<file path="src/rtl/io_input_queue.sv">
// Button/switch input queue for the CPU load path: sync, debounce, tagged FIFO, IORead-mapped data/status.
// Optional macro INQ_DEBOUNCE_EN enables per-button debounce counters; otherwise the synced level is used directly.
module io_input_queue #(
   parameter int unsigned DEPTH           = 8,
   parameter int unsigned DEBOUNCE_CYCLES = 1_000_000,
   parameter logic [31:0] DATA_ADDR       = 32'hFFFF_FC80,
   parameter logic [31:0] STAT_ADDR       = 32'hFFFF_FC84
) (
   input  logic        clk,
   input  logic        rst_n,
   input  logic [7:0]  sw_in,
   input  logic        btn_a,
   input  logic        btn_b,
   input  logic        io_read,
   input  logic [31:0] addr,
   output logic [31:0] rd_data,
   output logic        irq_pending,
   output logic        overflow
);

   localparam int PTR_W = $clog2(DEPTH);
   localparam int CNT_W = PTR_W + 1;
   localparam logic [CNT_W-1:0] FULL_CNT = CNT_W'(DEPTH);

   if (DEPTH < 2 || DEPTH > 16 || (DEPTH & (DEPTH - 1)) != 0 || DEBOUNCE_CYCLES < 2) begin : g_bad_cfg
      $error("io_input_queue: unsupported DEPTH or DEBOUNCE_CYCLES");
   end

   logic [7:0]       sw_s1_q, sw_s2_q;
   logic [1:0]       btn_s1_q, btn_s2_q;
   logic [1:0]       lvl;
   logic [1:0]       lvl_prev_q;
   logic [1:0]       ev;
   logic             pend_q, pend_d;
   logic [7:0]       pend_sw_q, pend_sw_d;
   logic [8:0]       mem_q [DEPTH];
   logic [PTR_W-1:0] wr_ptr_q, wr_ptr_d;
   logic [PTR_W-1:0] rd_ptr_q, rd_ptr_d;
   logic [CNT_W-1:0] count_q, count_d;
   logic             overflow_q, overflow_d;
   logic             irq_q;
   logic             push, drop, wr_en, pop, full, empty, ovf_set;
   logic [8:0]       push_data;
   logic             data_sel, stat_sel;

   // Two-flop synchronisers; bit 1 is button A, bit 0 is button B
   always_ff @(posedge clk or negedge rst_n) begin
      if (!rst_n) begin
         sw_s1_q  <= '0;
         sw_s2_q  <= '0;
         btn_s1_q <= '0;
         btn_s2_q <= '0;
      end else begin
         sw_s1_q  <= sw_in;
         sw_s2_q  <= sw_s1_q;
         btn_s1_q <= {btn_a, btn_b};
         btn_s2_q <= btn_s1_q;
      end
   end

`ifdef INQ_DEBOUNCE_EN
   localparam int DB_W = $clog2(DEBOUNCE_CYCLES) + 1;
   localparam logic [DB_W-1:0] DB_LAST = DB_W'(DEBOUNCE_CYCLES - 1);

   for (genvar i = 0; i < 2; i++) begin : g_db
      logic [DB_W-1:0] cnt_q, cnt_d;
      logic            lvl_q, lvl_d;

      // Level flips only after the synced input has disagreed for DEBOUNCE_CYCLES samples in a row
      always_comb begin
         cnt_d = '0;
         lvl_d = lvl_q;
         if (btn_s2_q[i] != lvl_q) begin
            if (cnt_q == DB_LAST) begin
               lvl_d = btn_s2_q[i];
            end else begin
               cnt_d = cnt_q + DB_W'(1);
            end
         end
      end

      always_ff @(posedge clk or negedge rst_n) begin
         if (!rst_n) begin
            cnt_q <= '0;
            lvl_q <= 1'b0;
         end else begin
            cnt_q <= cnt_d;
            lvl_q <= lvl_d;
         end
      end

      assign lvl[i] = lvl_q;
   end
`else
   assign lvl = btn_s2_q;
`endif

   always_ff @(posedge clk or negedge rst_n) begin
      if (!rst_n) begin
         lvl_prev_q <= '0;
      end else begin
         lvl_prev_q <= lvl;
      end
   end

   assign ev = lvl & ~lvl_prev_q;

   // One FIFO write per edge: A wins, a parked B goes next, a fresh B is parked behind A
   always_comb begin
      push      = 1'b0;
      push_data = '0;
      drop      = 1'b0;
      pend_d    = pend_q;
      pend_sw_d = pend_sw_q;
      if (ev[1]) begin
         push      = 1'b1;
         push_data = {1'b1, sw_s2_q};
         if (ev[0]) begin
            if (pend_q) begin
               drop = 1'b1;
            end else begin
               pend_d    = 1'b1;
               pend_sw_d = sw_s2_q;
            end
         end
      end else if (pend_q) begin
         push      = 1'b1;
         push_data = {1'b0, pend_sw_q};
         pend_d    = ev[0];
         if (ev[0]) begin
            pend_sw_d = sw_s2_q;
         end
      end else if (ev[0]) begin
         push      = 1'b1;
         push_data = {1'b0, sw_s2_q};
      end
   end

   assign data_sel = io_read && (addr == DATA_ADDR);
   assign stat_sel = io_read && (addr == STAT_ADDR);
   assign empty    = (count_q == '0);
   assign full     = (count_q == FULL_CNT);
   assign pop      = data_sel && !empty;
   assign wr_en    = push && (!full || pop);
   assign ovf_set  = drop || (push && full && !pop);

   always_comb begin
      wr_ptr_d = wr_ptr_q;
      rd_ptr_d = rd_ptr_q;
      count_d  = count_q;
      if (wr_en) begin
         wr_ptr_d = wr_ptr_q + PTR_W'(1);
      end
      if (pop) begin
         rd_ptr_d = rd_ptr_q + PTR_W'(1);
      end
      unique case ({wr_en, pop})
         2'b10:   count_d = count_q + CNT_W'(1);
         2'b01:   count_d = count_q - CNT_W'(1);
         default: count_d = count_q;
      endcase
      // A fresh overflow on the status-read edge must survive the clear
      if (ovf_set) begin
         overflow_d = 1'b1;
      end else if (stat_sel) begin
         overflow_d = 1'b0;
      end else begin
         overflow_d = overflow_q;
      end
   end

   always_ff @(posedge clk or negedge rst_n) begin
      if (!rst_n) begin
         pend_q     <= 1'b0;
         pend_sw_q  <= '0;
         wr_ptr_q   <= '0;
         rd_ptr_q   <= '0;
         count_q    <= '0;
         overflow_q <= 1'b0;
         irq_q      <= 1'b0;
      end else begin
         pend_q     <= pend_d;
         pend_sw_q  <= pend_sw_d;
         wr_ptr_q   <= wr_ptr_d;
         rd_ptr_q   <= rd_ptr_d;
         count_q    <= count_d;
         overflow_q <= overflow_d;
         irq_q      <= (count_d != '0);
      end
   end

   // Storage needs no reset; entries are only observable while count says they are valid
   always_ff @(posedge clk) begin
      if (wr_en) begin
         mem_q[wr_ptr_q] <= push_data;
      end
   end

   always_comb begin
      rd_data = '0;
      if (data_sel && !empty) begin
         rd_data = {1'b1, 22'b0, mem_q[rd_ptr_q]};
      end else if (stat_sel) begin
         rd_data = {23'b0, overflow_q, 3'b0, 5'(count_q)};
      end
   end

   assign irq_pending = irq_q;
   assign overflow    = overflow_q;

endmodule

</file>
<file path="config.mk">
export PLATFORM = sky130hd
export DESIGN_NAME = io_input_queue
export DESIGN_NICKNAME = d
export VERILOG_FILES = /design/src/rtl/io_input_queue.sv
export SDC_FILE = /design/constraint.sdc
export NUM_CORES = 1
export LEC_CHECK = 0
export CORE_ASPECT_RATIO = 1.4
export CORE_MARGIN = 10
export CORE_UTILIZATION = 35
export CTS_CLUSTER_DIAMETER = 80
export DETAILED_ROUTE_END_ITERATION = 6
export DONT_BUFFER_PORTS = 1
export PLACE_DENSITY = 0.48
export REMOVE_ABC_BUFFERS = 1
export SYNTH_ARGS = -nofsm -noshare
export SYNTH_HDL_FRONTEND = slang
export SYNTH_SLANG_ARGS = --single-unit
</file>
<file path="constraint.sdc">
create_clock -name clk -period 8.2 [get_ports clk]
set_clock_uncertainty 0.1 [all_clocks]
set_input_delay 2.05 -clock clk [delete_from_list [all_inputs] [get_ports clk]]
set_output_delay 2.05 -clock clk [all_outputs]
set_load 0.01 [all_outputs]
</file>
## After elaboration in Yosys (flattened, before gate mapping)

Memory sizes are Yosys's and may differ from the RTL's.
Index checks and enable logic that the tools add are counted.
W data, S select, Z words.

| storage, ports and cells | value |
|---|---|
| register bits | 43 |
| RAM bits | 72 |
| bits of input ports | 45 |
| output and inout port bits | 34 |
| logic and storage cells | 67 |
| memories kept | 1 |

Memories:

| memory | words | width | rd ports | clocked after Yosys merged registers in | write ports | RTL line | source |
|---|---|---|---|---|---|---|---|
| mem_q | 8 | 9 | 1 | 0 | 1 | 36 | `logic [8:0] mem_q [DEPTH];` |

| cells by class | value |
|---|---|
| $add $sub $neg | 4 |
| eq/ne operators | 8 |
| mux-type cells | 24 |
| bitwise logic cells | 2 |
| reduce and logical (&&, ||, !) cells | 16 |

Operators by type and width:

| kind | count |
|---|---|
| $eq A32 B32 Y1 const B | 2 |
| $mux W8 | 7 |
| $mux W32 | 1 |
| $mux W9 | 2 |
| $mux W1 | 13 |
| $pmux W4 S2 | 1 |
| $add A3 B1 Y3 const B | 2 |
| $logic_and A1 B1 Y1 | 6 |
| $ne A2 B2 Y1 const B | 3 |
| $add A4 B1 Y4 const B | 1 |
| $eq A4 B4 Y1 const B | 1 |
| $logic_not A4 Y1 | 1 |
| $reduce_and A4 Y1 | 1 |
| $reduce_bool A2 Y1 | 2 |
| $reduce_bool A4 Y1 | 1 |
| $sub A4 B1 Y4 const B | 1 |
| $logic_not A1 Y1 | 3 |
| $and A2 B2 Y2 | 1 |
| $eq A2 B1 Y1 const B | 1 |
| $eq A2 B2 Y1 const B | 1 |
| $logic_or A1 B1 Y1 | 2 |
| $not A2 Y2 | 1 |

## Logic depth before layout (Yosys ltp)

| logic depth | value |
|---|---|
| word-level depth | 9 |
| gate-level depth with buffers | 11 |
| mapped depth without buffers | 10 |

## Worst setup path after synthesis

No wires, ideal clock.

| timing path | value |
|---|---|
| kind | input to output |
| start point | in addr[6] |
| end point | out rd_data[0] |
| data arrival time | 3.567 ns |
| data required time | 6.050 ns |
| slack | 2.483 ns |
| cell stages on the path | 6 |
| buffers on the path | 2 |
| cell sequence | or4b_4 > nor4_4 > nand4bb_1 > buf_6 > clkbuf_1 > o22ai_1 |

| on the way | value |
|---|---|
| word-level cells in the longest chain between the ends | 4 |
| elaborated cells between the ends (all ways) | 7 |
| classes of those cells | eq/ne (2); mux (2); reduce/logical (3) |

RTL lines:

| what | RTL line | source |
|---|---|---|
| start: declaration | 15 | `input logic [31:0] addr,` |
| $eq A32 B32 Y1, on equally long branches | 140, 139 |  |
| $logic_and A1 B1 Y1, on equally long branches | 140, 139 |  |
| $mux W9 / $logic_and A1 B1 Y1 (equally long branches) | 203, 201 |  |
| $mux W32 (*) | 201 | `if (data_sel && !empty) begin` |
| end: declaration | 16 | `output logic [31:0] rd_data,` |

Mark *: on every way between the ends. The rest lies on a longest branch, timed or not.

## Final worst setup path

Ends and elaborated chain as after synthesis.

==> metrics.csv <==
metric,value,unit
Pwr Density,303.0,nW/µm²
Post-Syn Area,4817,µm²
antenna diode count,0,
final wirelength,9.795,mm
post-synthesis xor/xnor area fraction,1.273,%
Cell Rows,50,
I/O pin count,79,
post-synthesis simple-gate area fraction,8.260,%
RSZ-0062 raised after global routing,false,
vias in the first global route,2634,
Worst setup SP type,primary input,
Hold Fails Final Rpt,0,
Post-synth EDFFs,72,
MaxCap Viol Count,0,
Area Growth Syn to Fin,15.04,%
Total GRT Usage,10.74,%
vias per std cell,4.815,
Routed Antenna Nets,0,
Die Wd,119.2,µm
first-pass GRT wire length,15.46,mm
Synth Instances,304,
met3 Resource Use GR,3.864,%
initial antenna violation count,0,
CTS sink count,115,
setup violators final,0,
cells on worst reg2reg path,7,
max_slew headroom,28.52,%
Worst Path Arrival,3.53,ns
Worst Path Required,6.05,ns
largest net degree at the start of global routing,44,
design area,5542,µm²
syn_area_per_cell,15.85,µm²
Critical R2R Launch,lvl_prev_q[1],
GRT met1 Usage,12.04,%
worst setup path startpoint,addr[6],
Setup crit end kind,primary output,
power share of the sequential group,46.1,%
Synth Area in Compound Gates,3.532,%
switching share of power,24.32,%
Cells after DPL,477,
fin crit share,69.31,%
CTS Root Cell,clkbuf_16,
Die Y,158.8,µm
filler instances,1236,
Pleak,2.021,nW
CTS tree,yes,
Internal,0.001271,W
starting density of the core,35.81,%
"Min Clock Period, post-route",5.683,ns
CTS Hold Bufs,0,
gr busiest metal,met2,
core area,13450,µm²
worst setup path end,rd_data[0],
Clock Latency Late Sink,0.40,ns
# nets final,362,
largest family of logic cells by synthesized area,multiplexers,
Post-CTS Setup Inserts,0,
"Clk pin slew, worst setup/hold paths",0.05,ns
Post-route DRC,0,
sequential area share after synthesis,67.22,%
Pre-Repair DR Iteration Count,4,
routability cong.,0.7474,
Setup TNS,0,ns
Synth warnings,0,
WL per Instance,19.24,µm
status,completed,
Non-Filler Instances,509,
die area,18920,µm²
pre-CTS setup slack,2.516,ns
GRT overflow,0,
DR iter-0 viols,134,
final max-slew violation count,0,
Clock power frac,42.5,%
Netlist cell types,46,
Post-DP HPWL,6.596,mm
mux cell area share after synthesis,13.66,%
"commonest non-fill, non-tap cell in the layout",edfxtp_1,
P_sw,0.0004085,W
layout cells sized above 1,22.94,%
Combinational Power Share,11.4,%
class of the worst hold path,reg -> reg,
via count,2451,
Crit Path Class,in -> out,
"commonest non-fill, non-tap cells in the layout","edfxtp_1, dfrtp_1, conb_1, clkbuf_16, mux4_2",
top_reg_cell synth,edfxtp_1,
clk buf depth,2,
TritonCTS buffer count,17,
Synth Area in Adders,0.7792,%
port buffer count,0,
asr flop ratio synth,37.39,%
worst setup margin,2.517,ns
met2 GRT Util,18.38,%
VDD IR-drop max,162.4,µV
worst-path maximum fanout,19,
post-CTS sizing,0,
Fmax,0.1760,GHz
flop-to-flop setup slack,4.91,ns
"flops & latches, synth",115,
Max H-tree Level,4,
"Cell Area, Placed",4945,µm²
Worst R2R End,mem_q[4][2],
Final Power,0.001679,W
Worst Tran Pin Value,1.068,ns
power by group through the flow:
| stage | logic [W] | registers (W) | clock network, W |
|---|---|---|---|
| after floorplan | 0.000146 | 0.000766 | 0 |
| after global placement | 0.000193 | 0.000780 | 0 |
| after detailed placement | 0.000196 | 0.000785 | 0 |
| after CTS | 0.000197 | 0.000775 | 0.000727 |
| after global routing | 0.000217 | 0.000784 | 0.000756 |
| final | 0.000192 | 0.000773 | 0.000714 |
cell type report:
| cell class | instances | area, µm² | share of cell area (%) |
|---|---|---|---|
| well taps | 182 | 227.7 | 4.109 |
| repair buffers | 4 | 30.03 | 0.5419 |
| clock inverters | 7 | 36.28 | 0.6548 |
| flip-flops and latches | 115 | 3238 | 58.43 |
| inverters | 7 | 26.28 | 0.4741 |
| multi-input cells | 169 | 1423 | 25.67 |
| clock buffers | 25 | 560.5 | 10.12 |
metal layers:
| layer | wire length (µm) | vias up | share of wire (%) |
|---|---|---|---|
| met5 | 0 | - | 0 |
| met4 | 142 | 0 | 1.4 |
| met3 | 485 | 13 | 5.0 |
| met2 | 5214 | 56 | 53 |
| met1 | 3953 | 1252 | 40 |
| li1 | - | 1130 | - |
stage by stage:
stage | utilization (%) | hold slack [ns]
3_3_place_gp | 36.76 | 0.2319
2_1_floorplan | - | 0.2312
5_1_grt | 41.20 | 0.2524
3_5_place_dp | 36.76 | 0.2347
6_report | 41.20 | 0.2442
4_1_cts | 41.20 | 0.2458
synth_stat cells (2+ instances only):
cell	number	area share, %
a21oi_1	10	1.0
buf_2	2	0.21
buf_4	23	3.6
clkbuf_1	7	0.55
dfrtp_1	43	22
edfxtp_1	72	45
ha_1	3	0.78
inv_1	7	0.55
mux2_2	11	2.6
mux2i_1	10	2.1
mux4_2	18	8.4
nand2_1	15	1.2
nand2b_1	6	0.78
nand3_1	10	1.0
nand4_1	6	0.78
nand4bb_1	2	0.47
nor2_1	13	1.0
nor3_1	6	0.62
nor4_1	2	0.26
o21ai_0	3	0.31
o22ai_1	5	0.65
xnor2_1	6	1.1
worst min path at each step:
stage | slack, ns | end | depth (start not counted) | startpoint
finish | 0.24 | sw_s2_q[7] | 0 | sw_s1_q[7]
global route | 0.25 | btn_s2_q[1] | 0 | btn_s1_q[1]
CTS | 0.25 | sw_s2_q[7] | 0 | sw_s1_q[7]
detailed placement | 0.23 | sw_s2_q[7] | 0 | sw_s1_q[7]
global placement | 0.23 | sw_s2_q[6] | 0 | sw_s1_q[6]
floorplan | 0.23 | btn_s2_q[0] | 0 | btn_s1_q[0]
state kept, by name, indices dropped and copies added (netlist names):
signal,cells
btn_s1_q,2
btn_s2_q,2
count_q,4
irq_pending,1
lvl_prev_q,2
mem_q,72
overflow,1
pend_q,1
pend_sw_q,8
rd_ptr_q,3
sw_s1_q,8
sw_s2_q,8
wr_ptr_q,3
logic make-up after synthesis:
group | count (synthesis)
flip-flops | 115
AND/OR/NAND/NOR | 70
multiplexers | 41
buffers and inverters | 41
AO/OA/AOI/OAI | 26
XOR/XNOR | 7
adder cells (fa/ha/maj) | 3
other | 1
worst max-delay path: stages:
cell       delay, ns
or4b_4          0.53
nor4_4          0.28
nand4bb_1       0.13
buf_4           0.25
o22ai_1         0.29
Power figures use the tool's default switching activity.
